[config.mk]
export PLATFORM = sky130hd
export DESIGN_NAME = branch_predict_ctrl
export DESIGN_NICKNAME = d
export VERILOG_FILES = /design/src/rtl/branch_predict_ctrl.sv
export SDC_FILE = /design/constraint.sdc
export NUM_CORES = 2
export LEC_CHECK = 0
export BUFFER_PORTS_ARGS = -buffer_cell sky130_fd_sc_hd__buf_2
export CAP_MARGIN = 20
export CORE_MARGIN = 2
export CORE_UTILIZATION = 50
export CTS_CLUSTER_DIAMETER = 40
export DETAILED_ROUTE_END_ITERATION = 12
export PLACE_DENSITY = 0.72
export SETUP_SLACK_MARGIN = 0.1
export SLEW_MARGIN = 20
export SYNTH_ARGS = -nofsm -noshare
export SYNTH_HDL_FRONTEND = slang
export SYNTH_SLANG_ARGS = --single-unit
[constraint.sdc]
create_clock -name CPU_CLK -period 6.77 [get_ports CPU_CLK]
set_clock_uncertainty 0.15 [all_clocks]
set_input_delay 2.031 -clock CPU_CLK [delete_from_list [all_inputs] [get_ports CPU_CLK]]
set_output_delay 2.031 -clock CPU_CLK [all_outputs]
set_load 0.005 [all_outputs]
[src/rtl/branch_predict_ctrl.sv]
// Direct-mapped branch predictor with 2-bit saturating counters and a target per entry.
// Optional macro BP_STATS_EN adds saturating BranchCount / MispredCount statistics outputs.
module branch_predict_ctrl #(
    parameter int          ENTRIES  = 16,
    parameter logic [2:0]  NOBRANCH = 3'd0
) (
    input  logic        CPU_CLK,
    input  logic        CPU_RST,
    input  logic [31:0] PCF,
    output logic        PredTakenF,
    output logic [31:0] PredTargetF,
    input  logic        ValidE,
    input  logic [2:0]  BranchTypeE,
    input  logic        BranchE,
    input  logic [31:0] PCE,
    input  logic [31:0] BranchTargetE,
    input  logic        PredTakenE,
    input  logic [31:0] PredTargetE,
    output logic        MispredictE,
    output logic [31:0] RedirectPCE
`ifdef BP_STATS_EN
    ,
    output logic [31:0] BranchCount,
    output logic [31:0] MispredCount
`endif
);

    localparam int IDXW = $clog2(ENTRIES);
    localparam int TAGW = 32 - IDXW - 2;

    logic            tbl_valid  [ENTRIES];
    logic [TAGW-1:0] tbl_tag    [ENTRIES];
    logic [1:0]      tbl_ctr    [ENTRIES];
    logic [31:0]     tbl_target [ENTRIES];

    logic [IDXW-1:0] idx_f;
    logic [IDXW-1:0] idx_e;
    logic [TAGW-1:0] tag_f;
    logic [TAGW-1:0] tag_e;
    logic            hit_f;
    logic            hit_e;
    logic            resolve;
    logic            target_wrong;
    logic            unused_pcf_low;

    assign idx_f = PCF[IDXW+1:2];
    assign tag_f = PCF[31:IDXW+2];
    assign idx_e = PCE[IDXW+1:2];
    assign tag_e = PCE[31:IDXW+2];

    assign unused_pcf_low = &{1'b0, PCF[1:0]};

    // Fetch-side lookup reads the table as it stood before this edge; no bypass from EX.
    assign hit_f       = tbl_valid[idx_f] && (tbl_tag[idx_f] == tag_f);
    assign PredTakenF  = hit_f && tbl_ctr[idx_f][1];
    assign PredTargetF = PredTakenF ? tbl_target[idx_f] : 32'd0;

    assign hit_e        = tbl_valid[idx_e] && (tbl_tag[idx_e] == tag_e);
    assign resolve      = ValidE && (BranchTypeE != NOBRANCH);
    assign target_wrong = (PredTargetE != BranchTargetE);
    assign MispredictE  = resolve &&
                          ((BranchE != PredTakenE) || (BranchE && PredTakenE && target_wrong));
    assign RedirectPCE  = BranchE ? BranchTargetE : (PCE + 32'd4);

    // Reset wins over any coincident update; misses only allocate on a taken outcome.
    always_ff @(posedge CPU_CLK) begin
        if (CPU_RST) begin
            for (int i = 0; i < ENTRIES; i++) begin
                tbl_valid[i]  <= 1'b0;
                tbl_tag[i]    <= '0;
                tbl_ctr[i]    <= 2'd1;
                tbl_target[i] <= 32'd0;
            end
        end else if (resolve) begin
            if (hit_e) begin
                if (BranchE) begin
                    if (tbl_ctr[idx_e] != 2'd3)
                        tbl_ctr[idx_e] <= tbl_ctr[idx_e] + 2'd1;
                    tbl_target[idx_e] <= BranchTargetE;
                end else if (tbl_ctr[idx_e] != 2'd0) begin
                    tbl_ctr[idx_e] <= tbl_ctr[idx_e] - 2'd1;
                end
            end else if (BranchE) begin
                tbl_valid[idx_e]  <= 1'b1;
                tbl_tag[idx_e]    <= tag_e;
                tbl_ctr[idx_e]    <= 2'd2;
                tbl_target[idx_e] <= BranchTargetE;
            end
        end
    end

`ifdef BP_STATS_EN
    always_ff @(posedge CPU_CLK) begin
        if (CPU_RST) begin
            BranchCount  <= 32'd0;
            MispredCount <= 32'd0;
        end else begin
            if (resolve && (BranchCount != 32'hFFFF_FFFF))
                BranchCount <= BranchCount + 32'd1;
            if (MispredictE && (MispredCount != 32'hFFFF_FFFF))
                MispredCount <= MispredCount + 32'd1;
        end
    end
`endif

endmodule
==> flow_summary.json <==
{
  "crit_family": "simple AND/OR/NAND/NOR gates",
  "dr.pass1.iters": 8,
  "grt_overflow": 0,
  "place_inst": 4948,
  "layout_common_cells": "960 x edfxtp_1, 789 x and2_1, 374 x mux4_2, 249 x buf_4, 188 x buf_2",
  "final_nets": 3880,
  "cp_max_fo": 7,
  "synth_edf_count": 960,
  "p_per_area_nw_per_um2": 267,
  "synth_top_family_by_area": "multiplexers",
  "regArea_um2": 29100,
  "tightest_slew_ps": 1110,
  "cp.arrival_ps": 5420,
  "whs_ps": 338,
  "required_ps": 4590,
  "slowest_delay_ps": 510,
  "postCtsHoldBufs": 0,
  "avgSynthCellArea_um2": 14.6,
  "drive_gt1_share_pct": 32.5,
  "wire_per_inst_um": 32.3,
  "root_buffer": "clkbuf_16",
  "stdcell_count": 5205,
  "worstSetupEndpointType": "primary output",
  "numPortBuffers": 199,
  "start_kind": "input port",
  "synthArstFlopShare_pct": 0,
  "synth_area_leaders": "edfxtp_1 57%, mux4_2 17%, and2_1 9.7%, clkbuf_1 1.9%, nor4_1 1.9%",
  "drtAntennaViolNets": 0,
  "path_clk_slew_ps": 50,
  "grt_max_degree": 120,
  "numCtsBuffers": 132,
  "drt-initial-drc-count": 5491,
  "core_um2": 100000,
  "hold_viol_final": 0,
  "rsz0062_at_grt": "yes",
  "cts.sink_count": 976,
  "clk_latency_ps": 770,
  "viasPerCell": 6.57,
  "synth-simple-area-share_pct": 15.4,
  "p_total_mw": 16.0,
  "io_pins": 202,
  "place_area_um2": 55000,
  "power.leakage_nw": 21.1,
  "tritoncts": "done",
  "fmax_mhz": 132,
  "grt_pass1_wl_um": 238000,
  "area_growth_pct": 18.4,
  "finalWeightedCongestion": 0.942,
  "synth_cell_type_count": 74,
  "synth-adder-area-share_pct": 0.123,
  "setup_viol": 33,
  "wirelength_um": 168000,
  "dp_hpwl_um": 104000,
  "path_class": "in -> out",
  "antenna_found_initial": 12,
  "fillerInstances": 7455,
  "muxShareOfSynthArea_pct": 18.7,
  "synth_xor_xnor_area_share_pct": 1.95,
  "r2r_slack_ps": 2790,
  "fin_tns_setup_ps": -26330,
  "ctsLongestPathBuffers": 3,
  "final_common_cell": "edfxtp_1",
  "synth_nets": 3608,
  "netlist_instances": 3467,
  "hold_path_class": "reg -> reg",
  "track_usage_pct": 32.5,
  "ctsHtreeMaxLevel": 4,
  "vias": 34216,
  "synth_ff_type": "edfxtp_1",
  "violations": "setup timing",
  "synth-seq-area-share_pct": 57.5,
  "ys_warn_count": 0,
  "fin_area_um2": 60000,
  "relSlewSlack_pct": 25.8,
  "finalWorstSetupSlack_ps": -827,
  "timing.max_cap.violations": 0,
  "start_util_pct": 50.5,
  "pre_cts_slack_ps": -1220,
  "min_period_ps": 7600,
  "synth_seq_cells": 976,
  "critPathSlowestCell": "or4_4",
  "post-route-util_pct": 59.8,
  "synth_area_leader_cell": "edfxtp_1",
  "dieArea_um2": 104000,
  "fp-row-count": 116,
  "die_h_um": 322,
  "cp_cell_sequence": "buf_16 > buf_4 > buf_6 > mux4_2 > mux4_2 > xor2_1 > nor4_4 > buf_4 > nand3_2 > or4_4 > buf_12 > clkbuf_16 > nor2b_2 > buf_2",
  "path_buf_inv": 7,
  "synth_compound_area_share_pct": 2.86,
  "multi_input_area_um2": 20400,
  "final_max_slew_viol_count": 0,
  "netlist.area_leader.share_pct": 56.9,
  "grt_pass1_vias": 33563,
  "ir_worst_vdd_v": 0.000208,
  "syn_area_um2": 50700,
  "fin_crit_sh_pct": 112,
  "status": "finished with violations",
  "route.detailed.drc": 0,
  "die_w_um": 322
}
==> power breakdown <==
part	total, mW	leakage (nW)	switching (mW)	internal, mW
Combinational	1.75	9.65	1.01	0.741
Clock	7.18	2.18	2.83	4.36
Sequential	7.08	9.27	0.127	6.95
Total	16.0	21.1	3.96	12.0
==> layout make-up <==
| type | count | share of cell area [%] |
|---|---|---|
| flip-flops and latches | 976 | 48.6 |
| multi-input cells | 2109 | 34.0 |
| repair buffers | 505 | 6.88 |
| clock buffers | 145 | 5.69 |
| well taps | 1357 | 2.83 |
| clock inverters | 95 | 1.90 |
| inverters | 15 | 0.0939 |
| diodes | 3 | 0.0125 |
==> synth_stat cells (all sizes together) (22+ instances only) <==
| cell type | number |
|---|---|
| buf | 105 |
| and2 | 789 |
| xor2 | 38 |
| o21ai | 77 |
| nand3 | 26 |
| clkbuf | 262 |
| nor2b | 56 |
| mux4 | 375 |
| xnor2 | 75 |
| a21oi | 22 |
| mux2i | 77 |
| edfxtp | 960 |
| nand4 | 53 |
| nor2 | 57 |
| nand2 | 91 |
| nor4 | 154 |
==> routing by layer <==
| layer | GRT usage (%) | wire length, um | up-vias |
|---|---|---|---|
| met5 | 0 | 65 | - |
| met4 | 14.8 | 8040 | 12 |
| met3 | 10.9 | 24100 | 468 |
| met2 | 48.8 | 76100 | 2697 |
| met1 | 43.1 | 59800 | 17233 |
| li1 | - | - | 13806 |
==> timing repair <==
action,CTS,global route
endpoints found under the setup margin,37,39
setup buffers,5,5
pin swaps,2,8
endpoints found under the hold margin,0,0
resized for setup,28,21
gates cloned,2,2
==> worst register-to-register path: stages (launching register included) <==
cell and delay, ps:
edfxtp_1 430, mux4_2 480, mux2i_1 260, xnor2_1 190
a221oi_1 770, nor3_1 180, nand2_1 160, nor4_4 60
buf_12 170, nor3_2 340, buf_4 450, and2_1 230
==> flip-flops by register name, indices dropped and copies added, names as in the netlist <==
register,cells
tbl_target,512
tbl_tag,416
tbl_valid,16
tbl_ctr,32
==> path summary, 6_finish.rpt <==
path / end / cells past startpoint / from
min reg2reg: tbl_valid[1]$_DFF_P_ / 1 / tbl_valid[1]$_DFF_P_
max reg2reg: tbl_tag[10][25]$_SDFFCE_PN0P_ / 11 / tbl_tag[0][6]$_SDFFCE_PN0P_
min: tbl_valid[1]$_DFF_P_ / 1 / tbl_valid[1]$_DFF_P_
max: PredTargetF[13] / 14 / PCF[2]
==> kinds of logic (layout without fill, tap and decap cells) <==
family / after synthesis / count (layout)
flip-flops: 976 / 976
AND/OR/NAND/NOR: 1304 / 1304
adder cells (fa/ha/maj): 5 / 5
other: 0 / 3
AO/OA/AOI/OAI: 215 / 215
buffers and inverters: 382 / 760
XOR/XNOR: 113 / 113
multiplexers: 472 / 472
No activity file was read; power rests on OpenSTA's default activity.
